==> config.mk <==
export PLATFORM = sky130hd
export DESIGN_NAME = result_pipe
export DESIGN_NICKNAME = d
export VERILOG_FILES = /design/src/rtl/result_pipe.sv
export SDC_FILE = /design/constraint.sdc
export NUM_CORES = 1
export LEC_CHECK = 0
export CORE_MARGIN = 2
export CORE_UTILIZATION = 44
export CTS_BUF_LIST = sky130_fd_sc_hd__clkbuf_2 sky130_fd_sc_hd__clkbuf_4 sky130_fd_sc_hd__clkbuf_8
export DETAILED_ROUTE_END_ITERATION = 8
export PLACE_DENSITY_LB_ADDON = 0.08
export SETUP_SLACK_MARGIN = 0.3
export SKIP_LAST_GASP = 1
export SLEW_MARGIN = 0
export SYNTH_ARGS = -nofsm -noshare
export SYNTH_HDL_FRONTEND = slang
export SYNTH_SLANG_ARGS = --single-unit
export TNS_END_PERCENT = 5
==> constraint.sdc <==
create_clock -name clk -period 2 [get_ports clk]
set_input_delay 0.3 -clock clk [delete_from_list [all_inputs] [get_ports clk]]
set_output_delay 0.3 -clock clk [all_outputs]
set_load 0.03 [all_outputs]
==> src/rtl/result_pipe.sv <==
// result_pipe: EX/MEM and MEM/WB pipeline registers feeding the forwarding
// unit and the register-file write port. Also flags load-use hazards to ID,
// freezes on data-memory stalls and absorbs branch flushes, remembering a
// flush that lands during a stall until the stall releases.
module result_pipe #(
  parameter int DATA_W = 32,
  parameter int REG_W  = 5,
  parameter int CNT_W  = 32
) (
  input  logic              clk,
  input  logic              reset_n,
  input  logic              ex_valid,
  input  logic              ex_reg_write,
  input  logic              ex_mem_read,
  input  logic [REG_W-1:0]  ex_dest_reg,
  input  logic [DATA_W-1:0] ex_alu_result,
  input  logic [DATA_W-1:0] mem_rdata,
  input  logic              mem_stall,
  input  logic              flush,
  input  logic [REG_W-1:0]  id_rs,
  input  logic [REG_W-1:0]  id_rt,
  output logic              EX_MEM_RegWrite,
  output logic [REG_W-1:0]  EX_MEM_dest_reg,
  output logic [DATA_W-1:0] EX_MEM_result,
  output logic              MEM_WB_RegWrite,
  output logic [REG_W-1:0]  MEM_WB_dest_reg,
  output logic [DATA_W-1:0] MEM_WB_result,
  output logic              pipe_hold,
  output logic              load_use_stall,
  output logic [CNT_W-1:0]  retire_count
);

  logic              exMemValid_q, exMemValid_d;
  logic              exMemRegWrite_q, exMemRegWrite_d;
  logic              exMemMemRead_q, exMemMemRead_d;
  logic [REG_W-1:0]  exMemDest_q, exMemDest_d;
  logic [DATA_W-1:0] exMemResult_q, exMemResult_d;
  logic              memWbRegWrite_q, memWbRegWrite_d;
  logic [REG_W-1:0]  memWbDest_q, memWbDest_d;
  logic [DATA_W-1:0] memWbResult_q, memWbResult_d;
  logic              flushPending_q, flushPending_d;
  logic [CNT_W-1:0]  retireCount_q, retireCount_d;

  logic exDestMatch;

  // Register 0 is hardwired, so a write to it is never advertised.
  assign EX_MEM_RegWrite = exMemValid_q & exMemRegWrite_q & (exMemDest_q != '0);
  assign EX_MEM_dest_reg = exMemDest_q;
  assign EX_MEM_result   = exMemResult_q;
  assign MEM_WB_RegWrite = memWbRegWrite_q & (memWbDest_q != '0);
  assign MEM_WB_dest_reg = memWbDest_q;
  assign MEM_WB_result   = memWbResult_q;
  assign retire_count    = retireCount_q;

  // Hold and hazard flags are combinational but forced low during reset so
  // that every output reads zero while reset_n is asserted.
  assign exDestMatch    = (ex_dest_reg == id_rs) | (ex_dest_reg == id_rt);
  assign pipe_hold      = reset_n & mem_stall;
  assign load_use_stall = reset_n & ex_valid & ex_mem_read & ex_reg_write &
                          (ex_dest_reg != '0) & exDestMatch &
                          ~flush & ~flushPending_q;

  // Next-state logic: a stall freezes EX/MEM and drains a bubble into MEM/WB;
  // otherwise both stages advance and a live or pending flush kills EX.
  always_comb begin
    exMemValid_d    = exMemValid_q;
    exMemRegWrite_d = exMemRegWrite_q;
    exMemMemRead_d  = exMemMemRead_q;
    exMemDest_d     = exMemDest_q;
    exMemResult_d   = exMemResult_q;
    memWbRegWrite_d = memWbRegWrite_q;
    memWbDest_d     = memWbDest_q;
    memWbResult_d   = memWbResult_q;
    flushPending_d  = flushPending_q;
    retireCount_d   = retireCount_q;
    if (mem_stall) begin
      memWbRegWrite_d = 1'b0;
      memWbDest_d     = '0;
      if (flush) flushPending_d = 1'b1;
    end else begin
      memWbRegWrite_d = exMemRegWrite_q & exMemValid_q;
      memWbDest_d     = exMemDest_q;
      memWbResult_d   = exMemMemRead_q ? mem_rdata : exMemResult_q;
      if (flush || flushPending_q || !ex_valid) begin
        exMemValid_d    = 1'b0;
        exMemRegWrite_d = 1'b0;
        exMemMemRead_d  = 1'b0;
        exMemDest_d     = '0;
        exMemResult_d   = '0;
      end else begin
        exMemValid_d    = 1'b1;
        exMemRegWrite_d = ex_reg_write;
        exMemMemRead_d  = ex_mem_read;
        exMemDest_d     = ex_dest_reg;
        exMemResult_d   = ex_alu_result;
      end
      flushPending_d = 1'b0;
      if (exMemValid_q) retireCount_d = retireCount_q + 1'b1;
    end
  end

  // Pipeline state registers with asynchronous clear.
  always_ff @(posedge clk or negedge reset_n) begin
    if (!reset_n) begin
      exMemValid_q    <= 1'b0;
      exMemRegWrite_q <= 1'b0;
      exMemMemRead_q  <= 1'b0;
      exMemDest_q     <= '0;
      exMemResult_q   <= '0;
      memWbRegWrite_q <= 1'b0;
      memWbDest_q     <= '0;
      memWbResult_q   <= '0;
      flushPending_q  <= 1'b0;
      retireCount_q   <= '0;
    end else begin
      exMemValid_q    <= exMemValid_d;
      exMemRegWrite_q <= exMemRegWrite_d;
      exMemMemRead_q  <= exMemMemRead_d;
      exMemDest_q     <= exMemDest_d;
      exMemResult_q   <= exMemResult_d;
      memWbRegWrite_q <= memWbRegWrite_d;
      memWbDest_q     <= memWbDest_d;
      memWbResult_q   <= memWbResult_d;
      flushPending_q  <= flushPending_d;
      retireCount_q   <= retireCount_d;
    end
  end

endmodule

==> impl_metrics.ini <==
[outcome]
status = finished clean

[critical_path]
cp-end-kind = output port
crit_start = EX_MEM_dest_reg[3]
path_class = flip-flop to output port
reg2reg_from = retire_count[3]
arrival_ns = 1.57
path_max_fanout = 2
cp.required_ns = 1.70
path_depth = 3
timing.rr.end = retire_count[31]
cp-start-kind = flip-flop
crit_buf_inv = 1
path_delay_family = flip-flops
critPathMaxStageDelay_ns = 0.39
r2r_slack_ns = 0.27
slowest_stage = dfrtp_1
cp_cell_sequence = or3_1 -> o311a_1 -> buf_6
r2r_cells = 4

[clock_network]
cts_root_buffer = clkbuf_8
numCtsBuffers = 9
cts.sinks = 111
tritoncts = yes
clkTransAtPathRegs_ns = 0.10
htree_levels = 3
clk_latency_ns = 0.35
cts_max_path_buffers = 2

[global_routing]
grt_pass1_wl_um = 19610
grt-ovfl-total = 0
grt_pass1_vias = 3810
grt_max_degree = 111
grt.total_usage = 0.2136
antenna_found_initial = 0

[floorplan]
dieArea_sq_mm = 0.01164
start_util = 0.4560
core_sq_mm = 0.01042
die-height_um = 107.9
die_x_um = 107.9
pin_count = 196
rows = 37

[layout]
drive_gt1_frac = 0.1322
seq_area_sq_mm = 0.002786
nNetsFinal = 687
instances_no_fill = 741
postLayoutCellArea_sq_mm = 0.007238
final_common_cell = clkdlybuf4s50_1
mostFrequentLayoutCells = 170 x clkdlybuf4s50_1, 104 x dfrtp_1, 44 x nand2_1
antennaDiodeCount = 0
fill_cells = 797
area_growth_pct = 52.40
multiInputGateArea_sq_mm = 0.001967
post-route-util = 0.6949

[drt]
wl_per_cell_um = 16.39
wirelength_um = 12150
viasPerCell = 5.167
drc_errors = 0
via_count = 3829
final_antenna_net_count = 0
dr.first_iter.drc_count = 159
first_pass_iters = 4

[yosys]
yosysSeqAreaShare = 0.5848
synth_edf_count = 0
netlist_instances = 398
async_flop_share = 1.000
synth_flop_cell = dfrtp_1
synth_cell_type_count = 37
syn_area_sq_mm = 0.004750
avgSynthCellArea_sq_um = 11.93
synth_warnings = 0
synth_nets = 485
ys_ff_latch = 111

[sta]
rsz0062_at_grt = yes
fmax_ghz = 0.5341
whs_ns = 0.03324
worst_pin_slew_ns = 0.5780
tns_ns = 0
period_minus_slack_ns = 1.872
finalHoldViolations = 0
fin_skew_ns = 0.01211
period_share = 0.9362
report.final.slew_viol_count = 0
relSlewSlack = 0.6146
setup_viol = 0

[power]
power_frac_clock = 0.293
powerDensity_mw_per_mm2 = 704.6
switching_share = 0.2827
p_comb_frac = 0.213
p_leak_uw = 0.003154
seqPwrFrac = 0.493
p_int_uw = 3658
peakVddDrop_mv = 0.4584
switching_power_uw = 1442

[placement]
gp_congestion = 0.8891
dp.cells = 722
io_buffers = 195
place_hpwl_um = 8678
place_area_sq_mm = 0.006952

[hold_path]
hold_path_class = primary input to async pin

[flow_run]
maxCapViolCount = 0
==> layout make-up <==
cell class | instances | area share
Clock inverter | 6 | 0.01262
Multi-Input combinational cell | 266 | 0.2717
Timing Repair Buffer | 212 | 0.2882
Sequential cell | 111 | 0.3850
Tap cell | 136 | 0.02351
Clock buffer | 10 | 0.01901
==> routing by layer <==
metal	global-route usage	wire, um	share of wire	vias up
met5	0	0	0	-
met2	0.3347	5738	0.47	140
met4	0.06777	191	0.016	0
met3	0.05690	955	0.079	14
li1	-	-	-	1814
met1	0.2905	5261	0.43	1861
==> metrics by stage <==
step | total power [uW] | worst slack (ns)
finish | 5100 | 0.1276
floorplan | 3040 | 0.2054
global route | 5328 | 0.06649
CTS | 5136 | 0.1046
global placement | 3621 | -0.1643
detailed placement | 3637 | -0.2994
==> synthesized netlist by cell type (2+ instances only) <==
cell type / count / area, sq um
a22o_1: 39 / 341.6
and2_1: 5 / 31.28
and3_1: 4 / 25.02
and4_1: 3 / 26.28
buf_1: 4 / 15.01
clkbuf_1: 15 / 56.30
dfrtp_1: 111 / 2778
mux2i_1: 32 / 320.3
nand2_1: 45 / 168.9
nand3_1: 14 / 70.07
nand4_1: 6 / 37.54
nor2_1: 8 / 30.03
nor2b_1: 7 / 43.79
nor3_1: 5 / 25.02
nor3_2: 5 / 50.05
nor4_1: 3 / 18.77
o21ai_0: 32 / 160.2
or4_1: 2 / 15.01
xnor2_1: 22 / 192.7
xor2_1: 19 / 166.4
==> worst max path at each step <==
stage | endpoint | slack [ns]
after floorplan | retire_count[31] | 0.21
after global placement | load_use_stall | -0.16
after detailed placement | load_use_stall | -0.30
after CTS | MEM_WB_RegWrite | 0.10
after global routing | MEM_WB_RegWrite | 0.07
final | EX_MEM_RegWrite | 0.13
==> repair_timing <==
item,CTS,global route
pin swaps,16,0
hold endpoints to repair,1,0
cloned,0,0
setup buffers,1,1
hold buffers,1,0
gates resized for setup,74,5
setup endpoints to repair,106,122
==> cells by family after synthesis <==
kind of cell / after synthesis / synth area share
simple gates: 116 / 0.1359
flops: 111 / 0.5848
compound gates: 75 / 0.1128
xor+xnor: 41 / 0.07560
mux: 33 / 0.06981
buf+inv: 21 / 0.01844
fa+ha+maj: 1 / 0.002634
==> power by group through the flow <==
stage | logic (uW) | clock network, uW | registers [uW]
after floorplan | 235 | 0 | 2810
after global placement | 1060 | 0 | 2560
after detailed placement | 1070 | 0 | 2570
after CTS | 1080 | 1530 | 2520
after global routing | 1160 | 1620 | 2540
final | 1090 | 1500 | 2520
(Power assumes the default switching activity.)
